===== config.mk =====
export PLATFORM = sky130hd
export DESIGN_NAME = systolic_controller
export DESIGN_NICKNAME = d
export VERILOG_FILES = /design/src/rtl/systolic_controller.sv
export SDC_FILE = /design/constraint.sdc
export NUM_CORES = 1
export LEC_CHECK = 0
export BUFFER_PORTS_ARGS = -buffer_cell sky130_fd_sc_hd__buf_4
export CAP_MARGIN = 20
export CORE_AREA = 2 2 208 210
export CTS_CLUSTER_DIAMETER = 100
export DETAILED_ROUTE_END_ITERATION = 8
export DIE_AREA = 0 0 210 212
export SYNTH_ARGS = -nofsm -noshare
export SYNTH_HDL_FRONTEND = slang
export SYNTH_SLANG_ARGS = --single-unit

===== constraint.sdc =====
create_clock -name clk -period 2.6 [get_ports clk]
set_input_delay 0.52 -clock clk [delete_from_list [all_inputs] [get_ports clk]]
set_output_delay 0.52 -clock clk [all_outputs]
set_load 0.01 [all_outputs]

===== src/rtl/systolic_controller.sv =====
// Sequencer for an ARRAY_SIZE x ARRAY_SIZE weight-stationary systolic array:
// clears accumulators, loads weights, streams activations, drains, and returns one result beat.
module systolic_controller #(
  parameter int ARRAY_SIZE = 4,
  parameter int DATA_WIDTH = 16,
  parameter int ACC_WIDTH  = 32,
  parameter int CNT_WIDTH  = 8
) (
  input  logic                             clk,
  input  logic                             rst_n,
  input  logic                             start,
  input  logic [CNT_WIDTH-1:0]             num_vectors,
  output logic                             busy,
  output logic                             done,
  input  logic                             w_valid,
  output logic                             w_ready,
  input  logic [ARRAY_SIZE*DATA_WIDTH-1:0] w_data,
  input  logic                             a_valid,
  output logic                             a_ready,
  input  logic [ARRAY_SIZE*DATA_WIDTH-1:0] a_data,
  output logic                             arr_enable,
  output logic                             arr_load_weights,
  output logic                             arr_clear_acc,
  output logic                             arr_acc_enable,
  output logic [ARRAY_SIZE*DATA_WIDTH-1:0] arr_weight_flat,
  output logic [ARRAY_SIZE*DATA_WIDTH-1:0] arr_act_flat,
  input  logic [ARRAY_SIZE*ACC_WIDTH-1:0]  arr_results_flat,
  output logic                             res_valid,
  input  logic                             res_ready,
  output logic [ARRAY_SIZE*ACC_WIDTH-1:0]  res_data
);

  localparam int WCNT_W = $clog2(ARRAY_SIZE + 1);
  localparam int DCNT_W = $clog2(2 * ARRAY_SIZE + 1);
  localparam logic [WCNT_W-1:0] W_LAST = WCNT_W'(ARRAY_SIZE - 1);
  localparam logic [DCNT_W-1:0] D_LAST = DCNT_W'(2 * ARRAY_SIZE - 1);

  typedef enum logic [2:0] {
    IDLE,
    CLEAR,
    LOAD_W,
    COMPUTE,
    DRAIN,
    OUTPUT,
    DONE
  } state_t;

  state_t                          state_reg, state_next;
  logic [CNT_WIDTH-1:0]            vec_cnt_reg, vec_cnt_next;
  logic [WCNT_W-1:0]               w_cnt_reg, w_cnt_next;
  logic [DCNT_W-1:0]               drain_cnt_reg, drain_cnt_next;
  logic                            res_valid_reg, res_valid_next;
  logic [ARRAY_SIZE*ACC_WIDTH-1:0] res_data_reg, res_data_next;
  logic                            w_beat, a_beat;

  always_ff @(posedge clk or negedge rst_n) begin
    if (!rst_n) begin
      state_reg     <= IDLE;
      vec_cnt_reg   <= '0;
      w_cnt_reg     <= '0;
      drain_cnt_reg <= '0;
      res_valid_reg <= 1'b0;
      res_data_reg  <= '0;
    end else begin
      state_reg     <= state_next;
      vec_cnt_reg   <= vec_cnt_next;
      w_cnt_reg     <= w_cnt_next;
      drain_cnt_reg <= drain_cnt_next;
      res_valid_reg <= res_valid_next;
      res_data_reg  <= res_data_next;
    end
  end

  always_comb begin
    state_next       = state_reg;
    vec_cnt_next     = vec_cnt_reg;
    w_cnt_next       = w_cnt_reg;
    drain_cnt_next   = drain_cnt_reg;
    res_valid_next   = res_valid_reg;
    res_data_next    = res_data_reg;
    w_beat           = 1'b0;
    a_beat           = 1'b0;
    w_ready          = 1'b0;
    a_ready          = 1'b0;
    arr_enable       = 1'b0;
    arr_load_weights = 1'b0;
    arr_clear_acc    = 1'b0;
    arr_acc_enable   = 1'b0;

    case (state_reg)
      IDLE: begin
        if (start) begin
          vec_cnt_next   = num_vectors;
          w_cnt_next     = '0;
          drain_cnt_next = '0;
          state_next     = CLEAR;
        end
      end
      CLEAR: begin
        arr_clear_acc = 1'b1;
        state_next    = LOAD_W;
      end
      LOAD_W: begin
        w_ready = 1'b1;
        if (w_valid) begin
          w_beat           = 1'b1;
          arr_enable       = 1'b1;
          arr_load_weights = 1'b1;
          if (w_cnt_reg == W_LAST) begin
            w_cnt_next = '0;
            // A zero-length job has nothing to stream; go straight to flushing the array.
            state_next = (vec_cnt_reg == '0) ? DRAIN : COMPUTE;
          end else begin
            w_cnt_next = w_cnt_reg + 1'b1;
          end
        end
      end
      COMPUTE: begin
        a_ready = 1'b1;
        if (a_valid) begin
          a_beat         = 1'b1;
          arr_enable     = 1'b1;
          arr_acc_enable = 1'b1;
          vec_cnt_next   = vec_cnt_reg - 1'b1;
          if (vec_cnt_reg == CNT_WIDTH'(1)) begin
            state_next = DRAIN;
          end
        end
      end
      DRAIN: begin
        // Zero activations push the last partial sums through the skewed array.
        arr_enable     = 1'b1;
        arr_acc_enable = 1'b1;
        if (drain_cnt_reg == D_LAST) begin
          drain_cnt_next = '0;
          res_valid_next = 1'b1;
          res_data_next  = arr_results_flat;
          state_next     = OUTPUT;
        end else begin
          drain_cnt_next = drain_cnt_reg + 1'b1;
        end
      end
      OUTPUT: begin
        if (res_ready) begin
          res_valid_next = 1'b0;
          state_next     = DONE;
        end
      end
      DONE: begin
        state_next = IDLE;
      end
      default: begin
        state_next = IDLE;
      end
    endcase
  end

  // Data lanes are forced to zero except on an accepted handshake beat.
  genvar gi;
  generate
    for (gi = 0; gi < ARRAY_SIZE; gi++) begin : g_lane
      assign arr_weight_flat[gi*DATA_WIDTH +: DATA_WIDTH] =
        w_beat ? w_data[gi*DATA_WIDTH +: DATA_WIDTH] : '0;
      assign arr_act_flat[gi*DATA_WIDTH +: DATA_WIDTH] =
        a_beat ? a_data[gi*DATA_WIDTH +: DATA_WIDTH] : '0;
    end
  endgenerate

  assign busy      = (state_reg != IDLE);
  assign done      = (state_reg == DONE);
  assign res_valid = res_valid_reg;
  assign res_data  = res_data_reg;

endmodule


Yosys cells after proc, flatten, opt, wreduce, memory -nomap -nowiden
Cells that the tools add are included.
{ "totals": {"inputBits": 270, "out_inout_bits": 265, "register_bits": 147} }
{ "op_classes": {"reduce_logical": 13, "eq_ne": 16, "muxes": 39, "addsub": 3} }
{ "op_table": {"columns": ["cell", "count"], "rows": [
  ["$mux 16", 8],
  ["$mux 3", 11],
  ["$pmux 3 s6", 1],
  ["$mux 8", 2],
  ["$pmux 8 s2", 1],
  ["$ne 2x2->1 const B", 7],
  ["$eq 3x2->1 const B", 3],
  ["$eq 3x3->1 const B", 3],
  ["$mux 1", 9],
  ["$reduce_and 3->1", 3],
  ["$eq 8x1->1 const B", 1],
  ["$logic_not 8->1", 1],
  ["$mux 4", 2],
  ["$pmux 4 s2", 1],
  ["$reduce_bool 2->1", 4],
  ["$sub 8x1->8 const B", 1],
  ["$reduce_and 7->1", 1],
  ["$pmux 3 s2", 1],
  ["$add 4x1->4 const B", 1],
  ["$eq 4x3->1 const B", 1],
  ["$pmux 1 s2", 2],
  ["$reduce_and 2->1", 2],
  ["$add 3x1->3 const B", 1],
  ["$eq 3x1->1 const B", 1],
  ["3 further kinds", 3]
]} }

Depth between registers and ports, before layout
{ "logic_depth": {"depth_word": 5, "mapped_depth": 7} }

Least setup slack after synthesis
OpenSTA, ideal clock, no wires.
{ "synth_timing": {"path_type": "reg2out", "from": "register state_reg[2]", "to": "output port arr_weight_flat[22]", "path_slack_ps": 684, "required_ps": 2080, "stages_incl_launch_ff": 7, "t_arrival_ps": 1396, "cell_sequence": "dfrtp_1 -> buf_2 -> nor2_2 -> and3_1 -> buf_2 -> clkbuf_1 -> and2_1"} }
{ "synth_between": {"elab_chain_len": 3} }
{ "synth_lines": {"columns": ["item", "line", "text"], "rows": [
  ["from (decl)", "48", "state_t state_reg, state_next;"],
  ["from (signal assigned)", "65", "state_reg <= state_next;"],
  ["$eq 3x2->1", "90", "case (state_reg)"],
  ["$mux 1", "90", null],
  ["$mux 16", "163", "w_beat ? w_data[gi*DATA_WIDTH +: DATA_WIDTH] : '0;"],
  ["to (decl)", "25", "output logic [ARRAY_SIZE*DATA_WIDTH-1:0] arr_weight_flat,"]
]} }
Every way passes these cells.

Final worst setup path
{ "layout_timing": {"from": "register state_reg[0]", "to": "output port arr_enable"} }
{ "layout_between": {"elab_chain_len": 2} }
{ "layout_lines": {"columns": ["item", "line", "text"], "rows": [
  ["$eq 3x3->1 / $eq 3x2->1 (equally long branches)", "90", null],
  ["$pmux 1 s3 (*)", "90", null],
  ["to (decl)", "21", "output logic arr_enable,"]
]} }
Every way passes the cells marked *; elsewhere a longest branch is shown, timed or not.

==> impl_table.tex <==
\begin{tabular}{lr}
\hline
Metric & Value \\
\hline
\multicolumn{2}{l}{\textbf{Place}} \\
Global placer's final weighted congestion & a little over 0.8 \\
Detailed placement HPWL & 20.93 mm \\
\# port buffers & between 500 and 600 \\
\multicolumn{2}{l}{\textbf{Power and ir drop}} \\
Power consumption & 6904 uW \\
Total power per unit cell area & approximately 570 nW/um\^{}2 \\
Leakage & 0.006692 uW \\
Peak supply drop & 0.3886 mV \\
\multicolumn{2}{l}{\textbf{Detailed routing}} \\
Vias after detailed routing & 6,481 \\
Pre-Repair DR Iteration Count & 4 \\
Per-cell via count in the routed design & 3.933 \\
Routed wire length & 25.93 mm \\
Number of nets with antenna violations after routing & 0 \\
DRC & 0 \\
Average wire length per cell after detail routing & roughly 16 um \\
Iteration-0 DRC count of the detailed router & 251 \\
\multicolumn{2}{l}{\textbf{Synth}} \\
Sequential share of the synthesized area & 52.90\% \\
Warnings, synthesis & 0 \\
Number of distinct library cells after synthesis & 52 \\
Net count after synthesis & 837 \\
Mean instance size in the synthesized netlist & 12.37 um\^{}2 \\
Commonest cells in the netlist & 147 x dfrtp\_1, 94 x mux2\_2, 65 x and2\_1, 65 x and3\_1, 35 x mux2\_1 \\
Number of flops mapped to enable cells by yosys & 0 \\
Primary FF master, synth & dfrtp\_1 \\
Largest cells by area after synthesis & dfrtp\_1 53\%, mux2\_2 15\%, and2\_1 5.8\% \\
Count leader, synth & dfrtp\_1 \\
Portion of synthesized cell area occupied by the leading cell type & between 50\% and 60\% \\
Synthesized area & between 6000 and 7000 um\^{}2 \\
Leading area contributor after synthesis & dfrtp\_1 \\
Number of standard cells after synthesis & 562 \\
Flops \& latches, synth & 147 \\
Share of flip-flops with an asynchronous set or reset & 100.0\% \\
\multicolumn{2}{l}{\textbf{STA}} \\
Number of setup violations in the final report & 0 \\
RSZ-0062 raised after global routing & false \\
Ratio of final minimum period to clock period & 95.68\% \\
Highest clock rate & around 0.4 GHz \\
Skew final & 12.02 ps \\
Final Max Slew Viols & 0 \\
Worst Max-Slew Pin Slew & around 590 ps \\
Total negative setup slack & 0 ps \\
Min Tclk post-route & $\sim$2500 ps \\
Tightest slew margin relative to the limit & 60.49\% \\
Final hold vios & 0 \\
\multicolumn{2}{l}{\textbf{Hold path}} \\
Type of the worst min-delay path & in -> async \\
\multicolumn{2}{l}{\textbf{Die}} \\
Initial core utilization & 16.36\% \\
Die area & 44,520 um\^{}2 \\
Die H & 212 um \\
Core footprint & 42,510 um\^{}2 \\
Die width & about 210 um \\
Number of primary I/O pins & 535 \\
Cell Rows & 76 \\
\multicolumn{2}{l}{\textbf{Global route}} \\
Via count of the first global-routing pass & 6,640 \\
Wire length of the first global-routing pass & 36.69 mm \\
GRT overflow & 0 \\
All-layer global routing usage & 10.90\% \\
Antenna violations before repair & 1 \\
Pin count of the biggest net entering global routing & 81 \\
\multicolumn{2}{l}{\textbf{Clock tree}} \\
Post-CTS Hold Buffers & 0 \\
CTS tree & yes \\
Number of CTS-inserted buffers & 17 \\
Clock tree root buffer cell & clkbuf\_16 \\
Reg clk slew, reported paths & 60 ps \\
Clock insertion delay at the later pin of the skew report & roughly 430 ps \\
Cells resized by post-CTS repair & 1 \\
Sink count of the clock tree & approximately 150 \\
Longest Clk Path Bufs & 2 \\
Setup Fix Bufs, Post-CTS & 0 \\
Total number of H-tree levels & 4 \\
\multicolumn{2}{l}{\textbf{Setup path}} \\
Buffering stage count on the worst path with inverters included & 2 \\
Classification of the worst setup path & reg -> out \\
Startpoint Class & register \\
Stages on the worst setup path & 5 \\
Critical path required time & 2080 ps \\
Worst reg-to-reg path cell count & 5 \\
Crit Path Max Fanout & 67 \\
Critical Path End Type & output pin \\
Crit path arrival time & about 2000 ps \\
Category of cells accounting for the largest share of critical-path delay & simple AND/OR/NAND/NOR gates \\
Slowest cell on crit path & dfrtp\_2 \\
Ordered list of cells on the worst path & nor2\_4, and3\_2, buf\_12, or2\_2, buf\_4 \\
Largest stage delay, worst path & 540 ps \\
\multicolumn{2}{l}{\textbf{Finish}} \\
Total Nets Final & 1,363 \\
Proportion of layout cells with a drive suffix above 1 & 62.67\% \\
Filler cell count in the final layout & 4,387 \\
Flip-flop count of the largest register after layout & 128 \\
Syn-to-layout area delta & 74.54\% \\
\multicolumn{2}{l}{\textbf{Outcome}} \\
Status & finished clean \\
\multicolumn{2}{l}{\textbf{Run}} \\
Reported max-cap violation count & 0 \\
\hline
\end{tabular}
==> cell families (layout without fill, tap and decap cells) <==
group	count (synthesis)	count (layout)	share of synthesized area [%]
and+or+nand+nor	188	188	16.66
muxes	129	129	20.89
AOI/OAI and AO/OA	44	44	4.211
DFF	147	147	52.90
adders and majority gates	5	5	0.8996
other	0	1	0
buffers and inverters	49	588	4.444
==> worst register-to-register path, cell delays in order, from the launching register on <==
cell and delay [ps]:
dfrtp_2 510, nor2_8 170, nand2_1 110, nor2_4 380
buf_4 330, mux2_2 380
==> metal layers <==
layer / wire (um) / up-vias / global-route usage, % / part of all wire (%)
li1: - / 3021 / - / -
met1: 9067 / 3101 / 10.86 / 35
met2: 14150 / 328 / 20.74 / 55
met3: 2033 / 31 / 3.383 / 7.8
met4: 678 / 0 / 4.891 / 2.6
met5: 0 / - / 0 / 0
==> power breakdown <==
part	total [uW]	leakage (uW)	internal (uW)	switching, uW
combinational	2010	0.00442	1040	971
sequential	2540	0.00201	2390	144
clock	2360	0.000266	1370	991
==> worst paths after layout <==
kind | from | slack, ps | endpoint
min reg2reg | res_data[81] | 490 | res_data[81]
max in group asynchronous | rst_n | 1860 | state_reg[1]
min | rst_n | 70 | res_data[56]
max reg2reg | state_reg[1] | 610 | res_data[15]
max | state_reg[0] | 110 | arr_enable
min in group clk | arr_results_flat[94] | 310 | res_data[94]
==> stage by stage <==
stage	util, %	cell area [um^2]	hold WS, ps	worst slack [ps]	instances
2_1_floorplan	-	6954	224.4	684.0	562
3_3_place_gp	27.20	11560	468.6	427.2	1615
5_1_grt	28.56	12140	110.0	48.54	1648
4_1_cts	28.53	12130	70.31	6.819	1647
6_report	28.56	12140	71.97	112.4	1648
3_5_place_dp	27.20	11560	477.6	393.3	1615
==> cells in the final DEF, fill, tap and decap left out, drive strengths merged, types with 4 or more instances in the layout <==
master	n
mux2	129
nor2	9
nor3	4
clkinvlp	4
and3	65
clkbuf	21
o21ai	14
inv	8
a21oi	10
nor2b	4
dfrtp	147
clkinv	5
nand2	17
nand3	9
and2	65
ha	5
buf	549
==> cell type report <==
class                           count  area (um^2)  share of cell area [%]
Antenna cell                        1        2.502                 0.02062
Clock buffer                       21        460.4                   3.793
Clock inverter                     11        105.1                  0.8659
Inverter                            7        26.28                  0.2165
Multi-Input combinational cell    366         2978                   24.53
Sequential cell                   147         3682                   30.34
Tap cell                          546        683.2                   5.628
Timing Repair Buffer              549         4200                   34.60
Note: power is estimated with default switching activity, not from simulation.
